File: src/rtl/frame_arb_pkg.sv
// Shared state codes and constants for the frame source arbiter.
package frame_arb_pkg;

  typedef enum logic [2:0] {
    ST_IDLE      = 3'd0,
    ST_GRANT     = 3'd1,
    ST_WAIT_ACK  = 3'd2,
    ST_STREAM    = 3'd3,
    ST_WAIT_DONE = 3'd4,
    ST_GAP       = 3'd5
  } arb_state_t;

  localparam logic [3:0] FRM_IDLE = 4'b0000;

  function automatic int wrap_inc(input int v, input int n);
    return (v + 1 >= n) ? 0 : v + 1;
  endfunction

endpackage

File: src/rtl/rr_pick.sv
// Round-robin priority encoder: first set request at or after ptr, wrapping.
// Purely combinational; any=0 leaves idx at 0.
module rr_pick #(
  parameter int NREQ = 4,
  parameter int IW   = $clog2(NREQ)
) (
  input  logic [NREQ-1:0] req,
  input  logic [IW-1:0]   ptr,
  output logic [IW-1:0]   idx,
  output logic            any
);

  // Scan downwards so the lowest rotated offset is the last (winning) assignment.
  always_comb begin
    idx = '0;
    any = 1'b0;
    for (int i = NREQ - 1; i >= 0; i--) begin
      if (req[(int'(ptr) + i) % NREQ]) begin
        idx = IW'((int'(ptr) + i) % NREQ);
        any = 1'b1;
      end
    end
  end

endmodule

File: src/rtl/frame_src_arbiter.sv
// Round-robin share of one frame processor among NREQ sources: grant, header VALID,
// TX_ACK-triggered pop of LEN words, wait for processor Idle, then an enforced gap.
module frame_src_arbiter
  import frame_arb_pkg::*;
#(
  parameter int NREQ    = 4,
  parameter int LEN_W   = 12,
  parameter int GAP     = 8,
  parameter int ACK_TMO = 64
) (
  input  logic                    CLK,
  input  logic                    RST,
  input  logic [NREQ-1:0]         REQ,
  input  logic [NREQ*LEN_W-1:0]   LEN,
  output logic [NREQ-1:0]         GNT,
  output logic [$clog2(NREQ)-1:0] MUX_SEL,
  output logic                    RD_EN,
  output logic                    VALID,
  input  logic                    TX_ACK,
  input  logic [3:0]              FRM_STATE,
  output logic                    BUSY,
  output logic                    TMO_ERR,
  output logic [2:0]              ARB_STATE
);

  localparam int SW = $clog2(NREQ);
  localparam int TW = $clog2(ACK_TMO + 1);
  localparam int GW = $clog2(GAP + 1);

  arb_state_t       r_state, w_state;
  logic [NREQ-1:0]  r_gnt, w_gnt;
  logic [SW-1:0]    r_sel, w_sel;
  logic [SW-1:0]    r_ptr, w_ptr;
  logic             r_rd_en, w_rd_en;
  logic             r_valid, w_valid;
  logic             r_busy;
  logic             r_tmo_err, w_tmo_err;
  logic [LEN_W-1:0] r_cnt, w_cnt;
  logic [TW-1:0]    r_tcnt, w_tcnt;
  logic [GW-1:0]    r_gcnt, w_gcnt;
  logic [SW-1:0]    w_pick;
  logic             w_any;

  rr_pick #(.NREQ(NREQ), .IW(SW)) u_pick (
    .req (REQ),
    .ptr (r_ptr),
    .idx (w_pick),
    .any (w_any)
  );

  always_ff @(posedge CLK or posedge RST) begin
    if (RST) begin
      r_state <= ST_IDLE;
    end else begin
      r_state <= w_state;
    end
  end

  always_comb begin
    w_state   = r_state;
    w_gnt     = r_gnt;
    w_sel     = r_sel;
    w_ptr     = r_ptr;
    w_rd_en   = 1'b0;
    w_valid   = r_valid;
    w_tmo_err = 1'b0;
    w_cnt     = r_cnt;
    w_tcnt    = r_tcnt;
    w_gcnt    = r_gcnt;
    unique case (r_state)
      ST_IDLE: begin
        if (w_any) begin
          w_state = ST_GRANT;
          w_sel   = w_pick;
          w_gnt   = {{(NREQ-1){1'b0}}, 1'b1} << w_pick;
          w_cnt   = LEN[w_pick*LEN_W +: LEN_W];
        end
      end
      ST_GRANT: begin
        w_valid = 1'b1;
        w_tcnt  = '0;
        w_state = ST_WAIT_ACK;
      end
      ST_WAIT_ACK: begin
        // An ack in the final allowed cycle still beats the timeout.
        if (TX_ACK) begin
          if (r_cnt != '0) begin
            w_state = ST_STREAM;
            w_rd_en = 1'b1;
          end else begin
            w_state = ST_WAIT_DONE;
            w_valid = 1'b0;
          end
        end else if (r_tcnt >= TW'(ACK_TMO - 1)) begin
          w_tmo_err = 1'b1;
          w_valid   = 1'b0;
          w_gnt     = '0;
          w_state   = ST_WAIT_DONE;
        end else begin
          w_tcnt = r_tcnt + 1'b1;
        end
      end
      ST_STREAM: begin
        if (r_cnt != '0) w_cnt = r_cnt - 1'b1;
        if (r_cnt <= LEN_W'(1)) begin
          w_state = ST_WAIT_DONE;
          w_valid = 1'b0;
        end else begin
          w_rd_en = 1'b1;
        end
      end
      ST_WAIT_DONE: begin
        if (FRM_STATE == FRM_IDLE) begin
          w_gnt   = '0;
          w_ptr   = SW'(wrap_inc(int'(r_sel), NREQ));
          w_gcnt  = GW'(GAP);
          w_state = ST_GAP;
        end
      end
      ST_GAP: begin
        if (r_gcnt <= GW'(1)) w_state = ST_IDLE;
        else                  w_gcnt  = r_gcnt - 1'b1;
      end
      default: w_state = ST_IDLE;
    endcase
  end

  always_ff @(posedge CLK or posedge RST) begin
    if (RST) begin
      r_gnt     <= '0;
      r_sel     <= '0;
      r_ptr     <= '0;
      r_rd_en   <= 1'b0;
      r_valid   <= 1'b0;
      r_busy    <= 1'b0;
      r_tmo_err <= 1'b0;
      r_cnt     <= '0;
      r_tcnt    <= '0;
      r_gcnt    <= '0;
    end else begin
      r_gnt     <= w_gnt;
      r_sel     <= w_sel;
      r_ptr     <= w_ptr;
      r_rd_en   <= w_rd_en;
      r_valid   <= w_valid;
      r_busy    <= (w_state != ST_IDLE);
      r_tmo_err <= w_tmo_err;
      r_cnt     <= w_cnt;
      r_tcnt    <= w_tcnt;
      r_gcnt    <= w_gcnt;
    end
  end

  assign GNT       = r_gnt;
  assign MUX_SEL   = r_sel;
  assign RD_EN     = r_rd_en;
  assign VALID     = r_valid;
  assign BUSY      = r_busy;
  assign TMO_ERR   = r_tmo_err;
  assign ARB_STATE = r_state;

endmodule

File: config.mk
export PLATFORM = sky130hd
export DESIGN_NAME = frame_src_arbiter
export DESIGN_NICKNAME = d
export VERILOG_FILES = /design/src/rtl/frame_arb_pkg.sv /design/src/rtl/rr_pick.sv /design/src/rtl/frame_src_arbiter.sv
export SDC_FILE = /design/constraint.sdc
export NUM_CORES = 1
export LEC_CHECK = 0
export ABC_AREA = 1
export BUFFER_PORTS_ARGS = -buffer_cell sky130_fd_sc_hd__buf_2
export CAP_MARGIN = 20
export CORE_ASPECT_RATIO = 0.8
export CORE_MARGIN = 1
export CORE_UTILIZATION = 58
export DETAILED_ROUTE_END_ITERATION = 10
export GPL_ROUTABILITY_DRIVEN = 0
export PLACE_DENSITY = 0.86
export SYNTH_ARGS = -nofsm -noshare
export SYNTH_HDL_FRONTEND = slang
export SYNTH_HIERARCHICAL = 1
export SYNTH_SLANG_ARGS = --single-unit
export TNS_END_PERCENT = 100
File: constraint.sdc
create_clock -name CLK -period 4 [get_ports CLK]
set_clock_uncertainty 0.05 [all_clocks]
set_input_delay 0.8 -clock CLK [delete_from_list [all_inputs] [get_ports CLK]]
set_output_delay 0.8 -clock CLK [all_outputs]
set_load 0.03 [all_outputs]
Word-level counts from Yosys, hierarchy flattened. Index checks and enable logic that the tools add are counted. W data, S select, Z words.

Add/sub/neg operators: 7. Multipliers: 1. $lt $le $gt $ge: 8. Eq/ne operators: 15. Shift operators: 2. Multiplexer cells: 54. Bitwise gates (word level): 3. Reduce and logical (&&, ||, !) cells: 19.

Operators with widths (number): $shiftx A48 B7 Y12 (1); $mux W12 (2); $mux W4 (6); $pmux W12 S2 (1); $mux W1 (21); $mux W3 (7); $pmux W3 S6 (1); $mux W7 (2); $ne A2 B2 Y1 const B (7); $pmux W7 S2 (1); $le A12 B1 Y1 const B (1); $lt A3 B4 Y1 const B (3); $pmux W4 S3 (1); $reduce_bool A12 Y1 (1); $sub A12 B1 Y12 const B (1); $mux W2 (5); $reduce_and A3 Y1 (3); $reduce_bool A3 Y1 (3); $bmux W1 S2 (4); $pmux W4 S2 (1); $add A7 B1 Y7 const B (1); $ge A7 B6 Y1 const B (1); $eq A3 B2 Y1 const B (2); $eq A3 B3 Y1 const B (2); other kinds (22) (31).

Register bits: 38. Input bits: 59. Output and inout port bits: 13. Logic and storage cells: 120.

Longest topological paths before layout.
Word-level depth: 14. Gate-level depth with buffers: 19. Gate-level depth less buffers: 17.

Cells and area by module. Netlist, hierarchy kept.

By module, submodules not included: frame_src_arbiter (times used 1, cells an instance 373, area an instance 2588.7 sq um, seq. area each 950.9 sq um); rr_pick (times used 1, cells an instance 44, area an instance 215.2 sq um, seq. area each 0.0 sq um).

Least setup slack after synthesis. OpenSTA, ideal clock, no wires.

Kind: input to register. Start: in REQ[1]. End: reg r_cnt[7]. Setup time: 117 ps. Arrival: 2072 ps. Data required time: 3833 ps. Slack: 1761 ps. Stages on the path: 17. Buffers on the path: 1. Path through: inv_1 -> nand2_1 -> and2_4 -> nand2_2 -> nand2_2 -> inv_2 -> nand2_1 -> nand2_1 -> nand2_1 -> inv_1 -> nor2_1 -> buf_4 -> nand2_1 -> nand3_1 -> nand3b_1 -> nand3_1 -> nand2_1.

Word-level cells in the longest chain between the ends: 11. Elaborated cells between the ends (all ways): 25. Those cells by class: mul (1); eq/ne (1); shift (1); mux (21); reduce/logical (1).

RTL lines: start, declared (RTL line frame_src_arbiter.sv:13) `input logic [NREQ-1:0] REQ,`; $bmux W1 S2 (RTL line rr_pick.sv:18) `if (req[(int'(ptr) + i) % NREQ]) begin`; $mux W1 (not written as such) (2 in series) (RTL line rr_pick.sv:18); $mux W2 (3 in series) (RTL line rr_pick.sv:18); $mux W2 (*) (RTL line rr_pick.sv:18); named net w_pick[0] (RTL line frame_src_arbiter.sv:41) `logic [SW-1:0] w_pick;`; $mul A2 B2 Y4 (*) (RTL line frame_src_arbiter.sv:76) `w_cnt = LEN[w_pick*LEN_W +: LEN_W];`; $shiftx A48 B7 Y12 (*) (RTL line frame_src_arbiter.sv:76); $mux W12 (*) (RTL line frame_src_arbiter.sv:72) `if (w_any) begin`; $pmux W12 S2 (*) (RTL line frame_src_arbiter.sv:70) `unique case (r_state)`; end signal, assigned (RTL line frame_src_arbiter.sv:148) `r_cnt <= w_cnt;`; end, declared (RTL line frame_src_arbiter.sv:38) `logic [LEN_W-1:0] r_cnt, w_cnt;`.

Mark *: on every way through the listed nets, which the timed path passes. The rest lies on a longest branch. The select of a mux whose other input is x is not followed. A chain may end at the register's enable or synchronous reset.

Worst setup path in the final report.
Start: reg r_ptr[0]. End: reg r_cnt[7].

Word-level cells in the longest chain between the ends: 12. Elaborated cells between the ends (all ways): 28. Those cells by class: add/sub (3); mul (1); eq/ne (1); shift (1); mux (21); reduce/logical (1).

RTL lines: start, declared (RTL line frame_src_arbiter.sv:33) `logic [SW-1:0] r_ptr, w_ptr;`; start signal, assigned (RTL line frame_src_arbiter.sv:143) `r_ptr <= w_ptr;`; $add A2 B2 Y2 (RTL line rr_pick.sv:18, rr_pick.sv:19); $bmux W1 S2 (RTL line rr_pick.sv:18); $mux W1 (not written as such) (2 in series) (RTL line rr_pick.sv:18); $mux W2 (3 in series) (RTL line rr_pick.sv:18); $mux W2 (*) (RTL line rr_pick.sv:18); named net w_pick[0] (RTL line frame_src_arbiter.sv:41); $mul A2 B2 Y4 (*) (RTL line frame_src_arbiter.sv:76); $shiftx A48 B7 Y12 (*) (RTL line frame_src_arbiter.sv:76); $mux W12 (*) (RTL line frame_src_arbiter.sv:72); $pmux W12 S2 (*) (RTL line frame_src_arbiter.sv:70).

Marked as above.

==> flow_metrics.tcl <==
set metrics [dict create \
    root_buffer "clkbuf_8" \
    yosysTopAreaCell "dfrtp_1" \
    clock_latency_ns 0.30 \
    final_net_count 555 \
    synth_top_cell_area_share 0.339 \
    routedWlPerCell_um 12.7 \
    fill_cells 415 \
    ys_types 38 \
    power_density_nw_per_um2 863 \
    ys_warn_count 6 \
    relSlewSlack 0.476 \
    chipHeight_um 64.2 \
    tightest_slew_ns 0.783 \
    drt-total-wl_mm 6.99 \
    worst_setup_path_end_kind "flip-flop" \
    vdd_drop_max_uv 442 \
    r2r-end "r_cnt[7]" \
    clk_pin_slew_worst_paths_ns 0.08 \
    drtAntennaViolNets 0 \
    r2r-start "r_ptr[0]" \
    clockBufferDepth 2 \
    seq_area_frac_synth 0.339 \
    p_comb_frac 0.647 \
    drtPass1Iterations 5 \
    grt_pass1_vias 2590 \
    ys_ff_latch 38 \
    synth-edff-count 0 \
    netlist_top_cells_area "dfrtp_1, nand2_1, nor2_1" \
    antenna_found_initial 0 \
    dpl.hpwl_mm 5.27 \
    grt.overflow.total 0 \
    switchingPower_mw 1.55 \
    cp.required_ns 4.19 \
    clock_sinks 38 \
    reg2reg_slack_ns 1.32 \
    start_kind "flip-flop" \
    n_antenna_cell 0 \
    holdCritPathClass "flip-flop to flip-flop" \
    avgSynthCellArea_um2 6.72 \
    rows 22 \
    cts_max_level 2 \
    post_cts_resized 0 \
    max_freq_mhz 374 \
    async_flop_share 1.00 \
    power_frac_clock 0.101 \
    leakagePower_nw 1.74 \
    syn_nets 483 \
    synth_ff_type "dfrtp_1" \
    grt_max_degree 39 \
    die-area_um2 5120 \
    status "complete, no violations" \
    cp.arrival_ns 2.86 \
    initial_utilization 0.606 \
    netSwitchingFraction 0.548 \
    setup_viol 0 \
    hold_buffers 0 \
    ff2ff_path_depth 14 \
    fin_cells 550 \
    fp.coreArea_um2 4620 \
    viasPerCell 5.39 \
    place_inst 542 \
    internal_power_mw 1.28 \
    crit_fanout 12 \
    crit_end "r_cnt[7]" \
    drt_iter0_markers 147 \
    ioPinCount 72 \
    tns_ns 0 \
    crit_start "r_ptr[0]" \
    path_class "flip-flop to flip-flop" \
    rsz0062_at_grt "no" \
    gr-usage-all-layers 0.289 \
    cts_tree "yes" \
    final_hold_viol_count 0 \
    pwr-share-seq 0.253 \
    grt_pass1_wl_mm 11.5 \
    cap_violations 0 \
    port_buffers 71 \
    synth_area_um2 2800 \
    cts_setup_buffers 0 \
    syn2layout_area_growth_pct 16.6 \
    period_share 0.669 \
    via_count 2964 \
    post-route-drc-count 0 \
    final_layout_size_suffix_gt1_frac 0.247 \
    min_period_ns 2.68 \
    slew_viol_final 0 \
    chipWidth_um 79.7 \
    synth_cells 417 \
    cts_inserted_buffers 5 \
]
-- how the worst min path moves through the flow --
stage | from | end | cells after the start
final | GNT[2] | GNT[2] | 2
after global routing | GNT[3] | GNT[3] | 2
after CTS | GNT[2] | GNT[2] | 2
after detailed placement | GNT[2] | GNT[2] | 2
after global placement | GNT[1] | GNT[1] | 2
after floorplan | r_tcnt[6] | r_tcnt[6] | 2
-- worst max-delay path: stages (launching register included) --
cell	delay, ns
dfrtp_1	0.60
nand2_1	0.14
and2_4	0.19
nand2_2	0.07
nand2_2	0.06
inv_2	0.06
nand3_1	0.06
nand2_1	0.16
inv_1	0.09
nor2_1	0.61
nand2_1	0.12
nand3_1	0.14
nand3b_1	0.12
nand3_1	0.08
nand2_1	0.07
-- sequential cells by signal, summed over array words and instances (netlist names) --
register   count
TMO_ERR        1
r_gcnt         4
ARB_STATE      3
r_cnt         12
GNT            4
r_tcnt         7
RD_EN          1
VALID          1
r_ptr          2
MUX_SEL        2
BUSY           1
-- layout by cell type, fill, tap and decap left out, types with 2 or more instances in the layout --
master and n:
nor2_1 51, dfrtp_1 38, buf_2 71, clkbuf_8 6, nand3_2 4, o21ai_2 5
nand4_1 9, o21ai_0 11, nor2_2 4, nand3_1 32, a22oi_1 2, nand3b_1 3
o21ai_1 12, inv_1 30, nand2_2 12, nand2_1 149, o211ai_1 2, buf_4 2
nor3_1 5, ha_1 7, inv_2 8, a21oi_1 6, xor2_1 5
-- cell families after synthesis --
family / after synthesis / synth area share
XOR/XNOR: 6 / 0.0187
flip-flops: 38 / 0.339
adder cells (fa/ha/maj): 7 / 0.0312
AO/OA/AOI/OAI: 44 / 0.0991
AND/OR/NAND/NOR: 273 / 0.425
buffers and inverters: 47 / 0.0794
multiplexers: 2 / 0.00759
-- synthesized netlist by cell type, types with 2 or more instances --
cell type	count
a22oi_1	2
nand3b_1	3
o21ai_1	12
buf_6	3
nand2_1	149
o21ai_2	5
nand2_2	12
xor2_1	5
nor3_1	5
inv_1	30
o211ai_1	2
nand3_1	32
buf_2	2
ha_1	7
dfrtp_1	38
nor2_1	51
nand3_2	4
a21oi_1	6
inv_2	8
buf_4	2
o21ai_0	11
nand4_1	9
nor2_2	4
-- metrics by stage --
| step | utilization | hold slack (ns) | setup WS (ns) | total power [mW] | instance area [um^2] |
|---|---|---|---|---|---|
| 2_1_floorplan | - | 0.423 | 1.76 | 2.16 | 2800 |
| 3_3_place_gp | 0.687 | 0.403 | 1.18 | 2.45 | 3180 |
| 3_5_place_dp | 0.687 | 0.414 | 1.08 | 2.51 | 3180 |
| 4_1_cts | 0.707 | 0.432 | 1.37 | 2.80 | 3270 |
| 5_1_grt | 0.707 | 0.455 | 0.937 | 3.09 | 3270 |
| 6_report | 0.707 | 0.426 | 1.32 | 2.82 | 3270 |
-- per-layer routing --
layer	up-vias	wire (um)	GRT usage
met2	121	3190	0.462
met3	11	499	0.0557
met1	1349	3210	0.393
met4	0	80	0.0938
met5	-	0	0
li1	1483	-	-
-- power groups by stage --
stage	Sequential [mW]	Clock, mW	Combinational, mW
after floorplan	0.764	0	1.39
after global placement	0.706	0	1.74
after detailed placement	0.711	0	1.80
after CTS	0.707	0.289	1.81
after global routing	0.733	0.305	2.05
final	0.713	0.284	1.83
-- final cells by class --
class / instances / area, um^2 / area share
multi-input combinational: 332 / 1630 / 0.498
sequential: 38 / 951 / 0.291
timing repair buffer: 73 / 370 / 0.113
inverter: 39 / 149 / 0.0455
clock buffer: 6 / 82.6 / 0.0252
tap: 60 / 75.1 / 0.0230
clock inverter: 2 / 12.5 / 0.00383
Note: power is estimated with default switching activity, not from simulation.
